<file path="src/rtl/register_write_arbiter_pkg.sv">
// Shared constants for the register write arbiter.
// These match the 16 x 20-bit register bank that the arbiter drives.
package register_write_arbiter_pkg;

    localparam int RWA_NREQ = 3;
    localparam int RWA_AW   = 4;
    localparam int RWA_DW   = 20;
    localparam int RWA_IDW  = 2;

    // Increments a requester index and wraps it modulo n.
    function automatic logic [RWA_IDW-1:0] rr_wrap_inc(input logic [RWA_IDW-1:0] idx, input int n);
        return (int'(idx) + 1 >= n) ? '0 : idx + 2'd1;
    endfunction

endpackage

</file>
<file path="src/rtl/register_write_arbiter_rr_priority_pick.sv">
// Combinational round-robin picker.
// It returns the first eligible requester at or after ptr, in wrapping order.
module rr_priority_pick
    import register_write_arbiter_pkg::*;
#(
    parameter int NREQ = RWA_NREQ
) (
    input  logic [NREQ-1:0]    eligible,
    input  logic [RWA_IDW-1:0] ptr,
    output logic [RWA_IDW-1:0] winner,
    output logic               found
);

    always_comb begin
        int                 idx;
        logic [RWA_IDW-1:0] sel;
        winner = '0;
        found  = 1'b0;
        idx    = 0;
        sel    = '0;
        for (int k = 0; k < NREQ; k++) begin
            idx = int'(ptr) + k;
            if (idx >= NREQ) idx = idx - NREQ;
            sel = RWA_IDW'(idx);
            if (!found && eligible[sel]) begin
                found  = 1'b1;
                winner = sel;
            end
        end
    end

endmodule

</file>
<file path="src/rtl/register_write_arbiter.sv">
// Round-robin write arbiter in front of the 20-bit register bank.
// The outputs are registered. The ack pulse masks the requester that was just
// granted, so that requester is not granted again on the next edge.
module register_write_arbiter
    import register_write_arbiter_pkg::*;
#(
    parameter int NREQ = RWA_NREQ,
    parameter int AW   = RWA_AW,
    parameter int DW   = RWA_DW
) (
    input  logic                 clk,
    input  logic                 reset,
    input  logic [NREQ-1:0]      req,
    input  logic [NREQ*AW-1:0]   req_addr,
    input  logic [NREQ*DW-1:0]   req_data,
    input  logic                 stall,
    output logic [NREQ-1:0]      ack,
    output logic                 wr_en,
    output logic [AW-1:0]        wr_addr,
    output logic [DW-1:0]        wr_data,
    output logic [RWA_IDW-1:0]   grant_id
);

    logic [NREQ-1:0]    eligible;
    logic [NREQ-1:0]    win_onehot;
    logic [RWA_IDW-1:0] ptr;
    logic [RWA_IDW-1:0] winner;
    logic               found;
    logic               grant;

    assign eligible   = req & ~ack;
    assign grant      = found & ~stall;
    assign win_onehot = NREQ'(1) << winner;

    rr_priority_pick #(.NREQ(NREQ)) u_pick (
        .eligible (eligible),
        .ptr      (ptr),
        .winner   (winner),
        .found    (found)
    );

    // wr_addr, wr_data and grant_id keep their last values while no grant is made.
    always_ff @(posedge clk or negedge reset) begin
        if (!reset) begin
            ack      <= '0;
            wr_en    <= 1'b0;
            wr_addr  <= '0;
            wr_data  <= '0;
            grant_id <= '0;
            ptr      <= '0;
        end else begin
            wr_en <= grant;
            ack   <= grant ? win_onehot : '0;
            if (grant) begin
                grant_id <= winner;
                wr_addr  <= req_addr[int'(winner)*AW +: AW];
                wr_data  <= req_data[int'(winner)*DW +: DW];
                ptr      <= rr_wrap_inc(winner, NREQ);
            end
        end
    end

endmodule

</file>
<file path="config.mk">
export PLATFORM = sky130hd
export DESIGN_NAME = register_write_arbiter
export DESIGN_NICKNAME = d
export VERILOG_FILES = /design/src/rtl/register_write_arbiter_pkg.sv /design/src/rtl/register_write_arbiter_rr_priority_pick.sv /design/src/rtl/register_write_arbiter.sv
export SDC_FILE = /design/constraint.sdc
export NUM_CORES = 1
export LEC_CHECK = 0
export ABC_AREA = 0
export BUFFER_PORTS_ARGS = -buffer_cell sky130_fd_sc_hd__buf_2
export CORE_UTILIZATION = 42
export CTS_BUF_LIST = sky130_fd_sc_hd__clkbuf_4
export CTS_CLUSTER_DIAMETER = 120
export CTS_CLUSTER_SIZE = 25
export DETAILED_ROUTE_END_ITERATION = 16
export GPL_TIMING_DRIVEN = 0
export PLACE_DENSITY = 0.9
export SYNTH_ARGS = -nofsm -noshare
export SYNTH_HDL_FRONTEND = slang
export SYNTH_SLANG_ARGS = --single-unit
</file>
<file path="constraint.sdc">
create_clock -name clk -period 2.1 [get_ports clk]
set_input_delay 0.21 -clock clk [delete_from_list [all_inputs] [get_ports clk]]
set_output_delay 0.21 -clock clk [all_outputs]
set_load 0.1 [all_outputs]
</file>
# Word level (Yosys, flattened, before mapping)
# Index checks and enable logic that the tools add are counted.
[op_classes]
n_lt_le_gt_ge = 7
n_mux = 17
n_reduce_logical = 4
multipliers = 1
n_bitwise = 4
shift = 3
add_sub_neg = 7
[op_table]
columns = ["op", "n"]
rows = [
  ["60-bit by 8-bit indexed part select with 20-bit output", 1],
  ["2-bit two-way mux", 7],
  ["12-bit by 5-bit indexed part select with 4-bit output", 1],
  ["3-bit by 2-bit >= comparator with 1-bit output (second input constant)", 3],
  ["2-bit by 3-bit < comparator with 1-bit output (second input constant)", 3],
  ["2-bit by 1-bit adder with 3-bit output (second input constant)", 2],
  ["1-bit binary-select mux with 2-bit select", 3],
  ["1-bit two-way mux", 6],
  ["2-bit by 3-bit multiplier with 5-bit output (second input constant)", 1],
  ["2-bit by 1-bit subtractor with 2-bit output (second input constant)", 2],
  ["2-bit by 2-bit adder with 3-bit output (second input constant)", 1],
  ["3-bit bitwise AND", 1],
  ["3-bit two-way mux", 1],
  ["3-bit inverter", 1],
  ["1-bit by 2-bit left shift with 3-bit output (first input constant)", 1],
  ["2-bit by 1-bit adder with 2-bit output (second input constant)", 1],
  ["2-bit >= comparator (second input constant)", 1],
  ["1-bit logical AND", 2],
  ["1-bit logical NOT", 2],
  ["2-bit subtractor (second input constant)", 1],
  ["1-bit bitwise AND", 1],
  ["1-bit inverter", 1],
]
[totals]
reg_bits = 32
input_bits = 78
wordCells = 49
output_inout_bits = 30

# Longest topological paths before layout
[depth]
depth_word = 14
mapped_depth = 12
depth_no_buf = 9

# Cells and area by module
# Synthesis repeated with hierarchy kept, for this count alone.
[unflattened]
hier_cells = 186
area_unflattened_um2 = 1986.9
[by_module_without_submodules]
columns = ["mod", "instances", "area_per_inst_um2", "cells_per_inst", "seq_area_each_um2"]
rows = [
  ["register_write_arbiter", 1, 1786.7, 160, 800.8],
  ["rr_priority_pick", 1, 200.2, 26, 0.0],
]

# Worst setup path before layout
# OpenSTA, ideal clock, no wires.
[synth_timing]
path_type = "flip-flop to flip-flop"
start = "reg ack[1]"
end = "reg wr_addr[0]"
required_ns = 1.970
t_arrival_ns = 2.262
slack_ns = -0.293
setup_ns = 0.130
path_stages_with_launch = 9
n_path_buf = 2
period_less_slack_ns = 2.393
cell_sequence = "dfrtp_1 -> nand2b_1 -> nor3b_1 -> nor2_1 -> a41oi_1 -> buf_4 -> buf_6 -> mux2i_1 -> o211ai_2"
[synth_between]
elab_chain_len = 12
elab_cells_between_ends = 20
classes_between = "1 x shift; 12 x mux; 3 x bitwise; 4 x reduce/logical"
[synth_rtl]
columns = ["element", "line", "text"]
rows = [
  ["from (decl)", "register_write_arbiter.sv:17", "output logic [NREQ-1:0] ack,"],
  ["from (signal assigned)", "register_write_arbiter.sv:53", "ack <= grant ? win_onehot : '0;"],
  ["3-bit inverter *", "register_write_arbiter.sv:31", "assign eligible = req & ~ack;"],
  ["3-bit bitwise AND *", "register_write_arbiter.sv:31", ""],
  ["1-bit binary-select mux with 2-bit select", "register_write_arbiter_rr_priority_pick.sv:25", "if (!found && eligible[sel]) begin"],
  ["1-bit two-way mux (not written as such)", "register_write_arbiter_rr_priority_pick.sv:25", ""],
  ["1-bit two-way mux", "register_write_arbiter_rr_priority_pick.sv:25", ""],
  ["1-bit logical NOT", "register_write_arbiter_rr_priority_pick.sv:25", ""],
  ["1-bit logical AND", "register_write_arbiter_rr_priority_pick.sv:25", ""],
  ["1-bit two-way mux", "register_write_arbiter_rr_priority_pick.sv:25", ""],
  ["1-bit logical NOT", "register_write_arbiter_rr_priority_pick.sv:25", ""],
  ["1-bit logical AND", "register_write_arbiter_rr_priority_pick.sv:25", ""],
  ["2-bit two-way mux / 1-bit two-way mux (equally long branches)", "register_write_arbiter_rr_priority_pick.sv:25", ""],
  ["12-bit by 5-bit indexed part select with 4-bit output / 1-bit bitwise AND (equally long branches)", "register_write_arbiter.sv:56, register_write_arbiter.sv:32", ""],
  ["to (signal assigned)", "register_write_arbiter.sv:56", "wr_addr <= req_addr[int'(winner)*AW +: AW];"],
  ["to (decl)", "register_write_arbiter.sv:19", "output logic [AW-1:0] wr_addr,"],
]
# Every way passes the cells marked *; elsewhere a longest branch is shown, timed or not. The select of a mux whose other input is x is not followed.
# A chain may end at the register's enable or synchronous reset.

# Worst setup path after layout
[layout_timing]
start = "reg ptr[0]"
end = "reg wr_data[18]"
[layout_between]
elab_chain_len = 13
elab_cells_between_ends = 30
classes_between = "5 x add/sub; 1 x mul; 3 x order compare; 1 x shift; 15 x mux; 1 x bitwise; 4 x reduce/logical"
[layout_rtl]
columns = ["element", "line", "text"]
rows = [
  ["from (decl)", "register_write_arbiter.sv:26", "logic [RWA_IDW-1:0] ptr;"],
  ["from (signal assigned)", "register_write_arbiter.sv:58", "ptr <= rr_wrap_inc(winner, NREQ);"],
  ["branches (longest 13 deep; another with 2-bit by 3-bit multiplier with 5-bit output)", "--", ""],
  ["to (signal assigned)", "register_write_arbiter.sv:57", "wr_data <= req_data[int'(winner)*DW +: DW];"],
  ["to (decl)", "register_write_arbiter.sv:20", "output logic [DW-1:0] wr_data,"],
]
# Several ways; the timed one is not identified. The select of a mux whose other input is x is not followed.

==> flow_summary.toml <==
[timing]
max_slew_margin_pct = 51.73
report.final.slew_viol_count = 0
setup-violations-final = 28
fmax_mhz = 456.4
grt_setup_unrepaired = "yes"
fin_worst_hold_slack_ns = 0.07818
hold_viol = 0
fin_worst_skew_ns = 0.009341
timing.final.ws_setup_ns = -0.09126
tightest_slew_ns = 0.7240
period_needed_ns = 2.191
timing.final.crit_share_pct = 104.3

[worst_hold_path]
hold_path_class = "in -> reg"

[placed_design]
gp_routability_congestion = 0.7833
placement.io_buffers = 107
detailedPlacementHpwl_um = 3883
detailedPlace.worstSlack_ns = -0.3536
place_inst = 348

[synth]
number_of_synthesized_register_bits = 32
post_synth_instance_area_mm2 = 0.001968
synth-warning-count = 0
post_syn_nets = 270
syn_inst = 189
synth.yosys.seq_area_share_pct = 40.69
ys_types = 33
syn-mean-instance-area_um2 = 10.41

[grt]
largest_net_degree_at_the_start_of_global_routing = 33
met1_usage_pct = 27.09
overflow = 0
gr-usage-met2_pct = 42.33
first_global_vias = 2047
antenna_found_initial = 0
globalRouteMet3Util_pct = 4.906
gr-max-usage-layer = "met2"
wire_length_of_the_first_global_routing_pass_um = 9232
global_route.usage.total_pct = 23.48

[run_status]
status = "complete, but fails checks"
failed_checks = "negative setup slack"

[cells_and_area]
drive_above_1_share_pct = 68.83
diodes = 0
synthToLayoutAreaGrowth_pct = 62.87
instances_no_fill = 376
nNetsFinal = 404
most-common-layout-cells = "buf_2 (110), dfrtp_1 (28), nand2_1 (25), o211ai_2 (19), nand3_2 (19)"
finalCoreUtilization_pct = 72.62
layout.cells.most_common = "buf_2"
fillerInstances = 321

[cts]
clkTransAtPathRegs_ns = 0.10
max-clock-path-buffers = 2
cts_htree_levels = 2
cts_tree = "yes"
clkSinkCount = 32
clock_root_buffer = "clkbuf_4"
tritoncts_buffers = 5
worstSkewPairLatency_ns = 0.33

[floorplan]
die_x_um = 70.46
initial_utilization_pct = 44.59
die_height_um = 70.46
placeableCoreArea_mm2 = 0.004414
rows = 24
io-pin-count = 108
design.die.area_mm2 = 0.004964

[drt]
totalWireLength_um = 6373
drt_pre_antenna_iters = 4
routed_wire_length_per_instance_um = 16.95
routed-via-count = 2056
drc = 0
vias_per_cell = 5.468
drt.antenna.violating_nets = 0
drt_iter0_markers = 43

[job]
cap_viol_max_count = 0

[worst_setup_path]
endpoint_kind = "flop"
path_class = "reg -> reg"
crit_required_ns = 2.33
critical_path.max_fanout = 6
critPathArrivalTime_ns = 2.42
critical_path.startpoint_type = "flop"
## Yosys cell counts
cell | count | area (um2)
dfrtp_1 | 32 | 800.8
mux2i_1 | 25 | 250.2
nand2_1 | 25 | 93.84
nand3_1 | 25 | 125.1
o211ai_2 | 19 | 237.7
buf_6 | 6 | 67.56
nand2b_1 | 6 | 37.54
a21oi_1 | 5 | 25.02
buf_2 | 5 | 25.02
o211ai_1 | 5 | 37.54
o21ai_0 | 5 | 25.02
a21o_1 | 3 | 22.52
ha_1 | 3 | 37.54
inv_1 | 3 | 11.26
buf_4 | 2 | 15.01
inv_2 | 2 | 7.510
o22ai_1 | 2 | 12.51
a311oi_4 | 1 | 26.28
a31oi_1 | 1 | 6.260
a41oi_1 | 1 | 8.760
and3_1 | 1 | 6.260
clkbuf_1 | 1 | 3.750
nand2_2 | 1 | 6.260
nand3b_1 | 1 | 7.510
nand4b_1 | 1 | 8.760
nor2_1 | 1 | 3.750
nor2b_1 | 1 | 6.260
nor3_1 | 1 | 5.000
nor3_2 | 1 | 10.01
nor3b_1 | 1 | 7.510
nor4_2 | 1 | 12.51
nor4b_1 | 1 | 8.760
or3b_1 | 1 | 8.760
## timing repair
| item | 4_1_cts | 5_1_grt |
|---|---|---|
| endpoints found under the setup margin | 30 | 30 |
| setup buffers | 12 | 3 |
| cloned | 1 | 3 |
| hold endpoints to repair | 32 | 0 |
| hold buffers | 1 | 0 |
| resized for setup | 39 | 39 |
| pin swaps | 11 | 14 |
## per-stage QoR
step | cell area, um2 | setup TNS [ns]
floorplan | 1992 | 0
global route | 3206 | -4.251
finish | 3206 | -1.737
detailed placement | 2592 | -7.607
CTS | 2938 | -1.005
global placement | 2592 | -6.183
## cell type report
class	instances	area [um2]	area share [%]
multi-input combinational	138	1306	40.75
clock buffer	7	52.55	1.639
tap	52	65.06	2.030
inverter	5	18.77	0.5855
sequential	32	808.3	25.21
clock inverter	1	3.754	0.1171
timing repair buffer	127	769.5	24.00
buffer	14	181.4	5.660
## worst max-delay path: stages, from the launching register on
cell,delay [ns]
dfrtp_1,0.42
buf_6,0.13
ha_4,0.16
buf_4,0.13
nor3_2,0.26
nor2_1,0.10
a41oi_2,0.19
buf_6,0.19
clkbuf_16,0.17
mux2i_1,0.24
o211ai_2,0.09
## logic make-up after synthesis
logic type / after synthesis / synth area share (%)
AOI/OAI and AO/OA: 42 / 20.41
DFF: 32 / 40.69
and+or+nand+nor: 68 / 17.67
adders and majority gates: 3 / 1.907
muxes: 25 / 12.71
buffers and inverters: 19 / 6.611
## sequential cells by signal (all words and copies together) (netlist names)
| register | count |
|---|---|
| ack | 3 |
| grant_id | 2 |
| ptr | 2 |
| wr_addr | 4 |
| wr_data | 20 |
| wr_en | 1 |
## per-layer routing
metal | wire [um] | vias up
met4 | 138 | 0
met2 | 3490 | 89
met5 | 0 | -
li1 | - | 960
met1 | 2491 | 992
met3 | 252 | 15
## worst paths after layout
path	from	endpoint	cells after the start	slack [ns]
max	ptr[0]	wr_data[18]	10	-0.09
min in group asynchronous	reset	wr_data[6]	2	0.51
min	stall	ack[0]	2	0.08
max reg2reg	ptr[0]	wr_data[18]	10	-0.09
min reg2reg	wr_data[7]	wr_data[7]	2	0.49
max in group asynchronous	reset	ack[1]	2	1.05
Power is not shown: default switching activity piles up to over one toggle a cycle in this logic, so the estimate is an artifact.
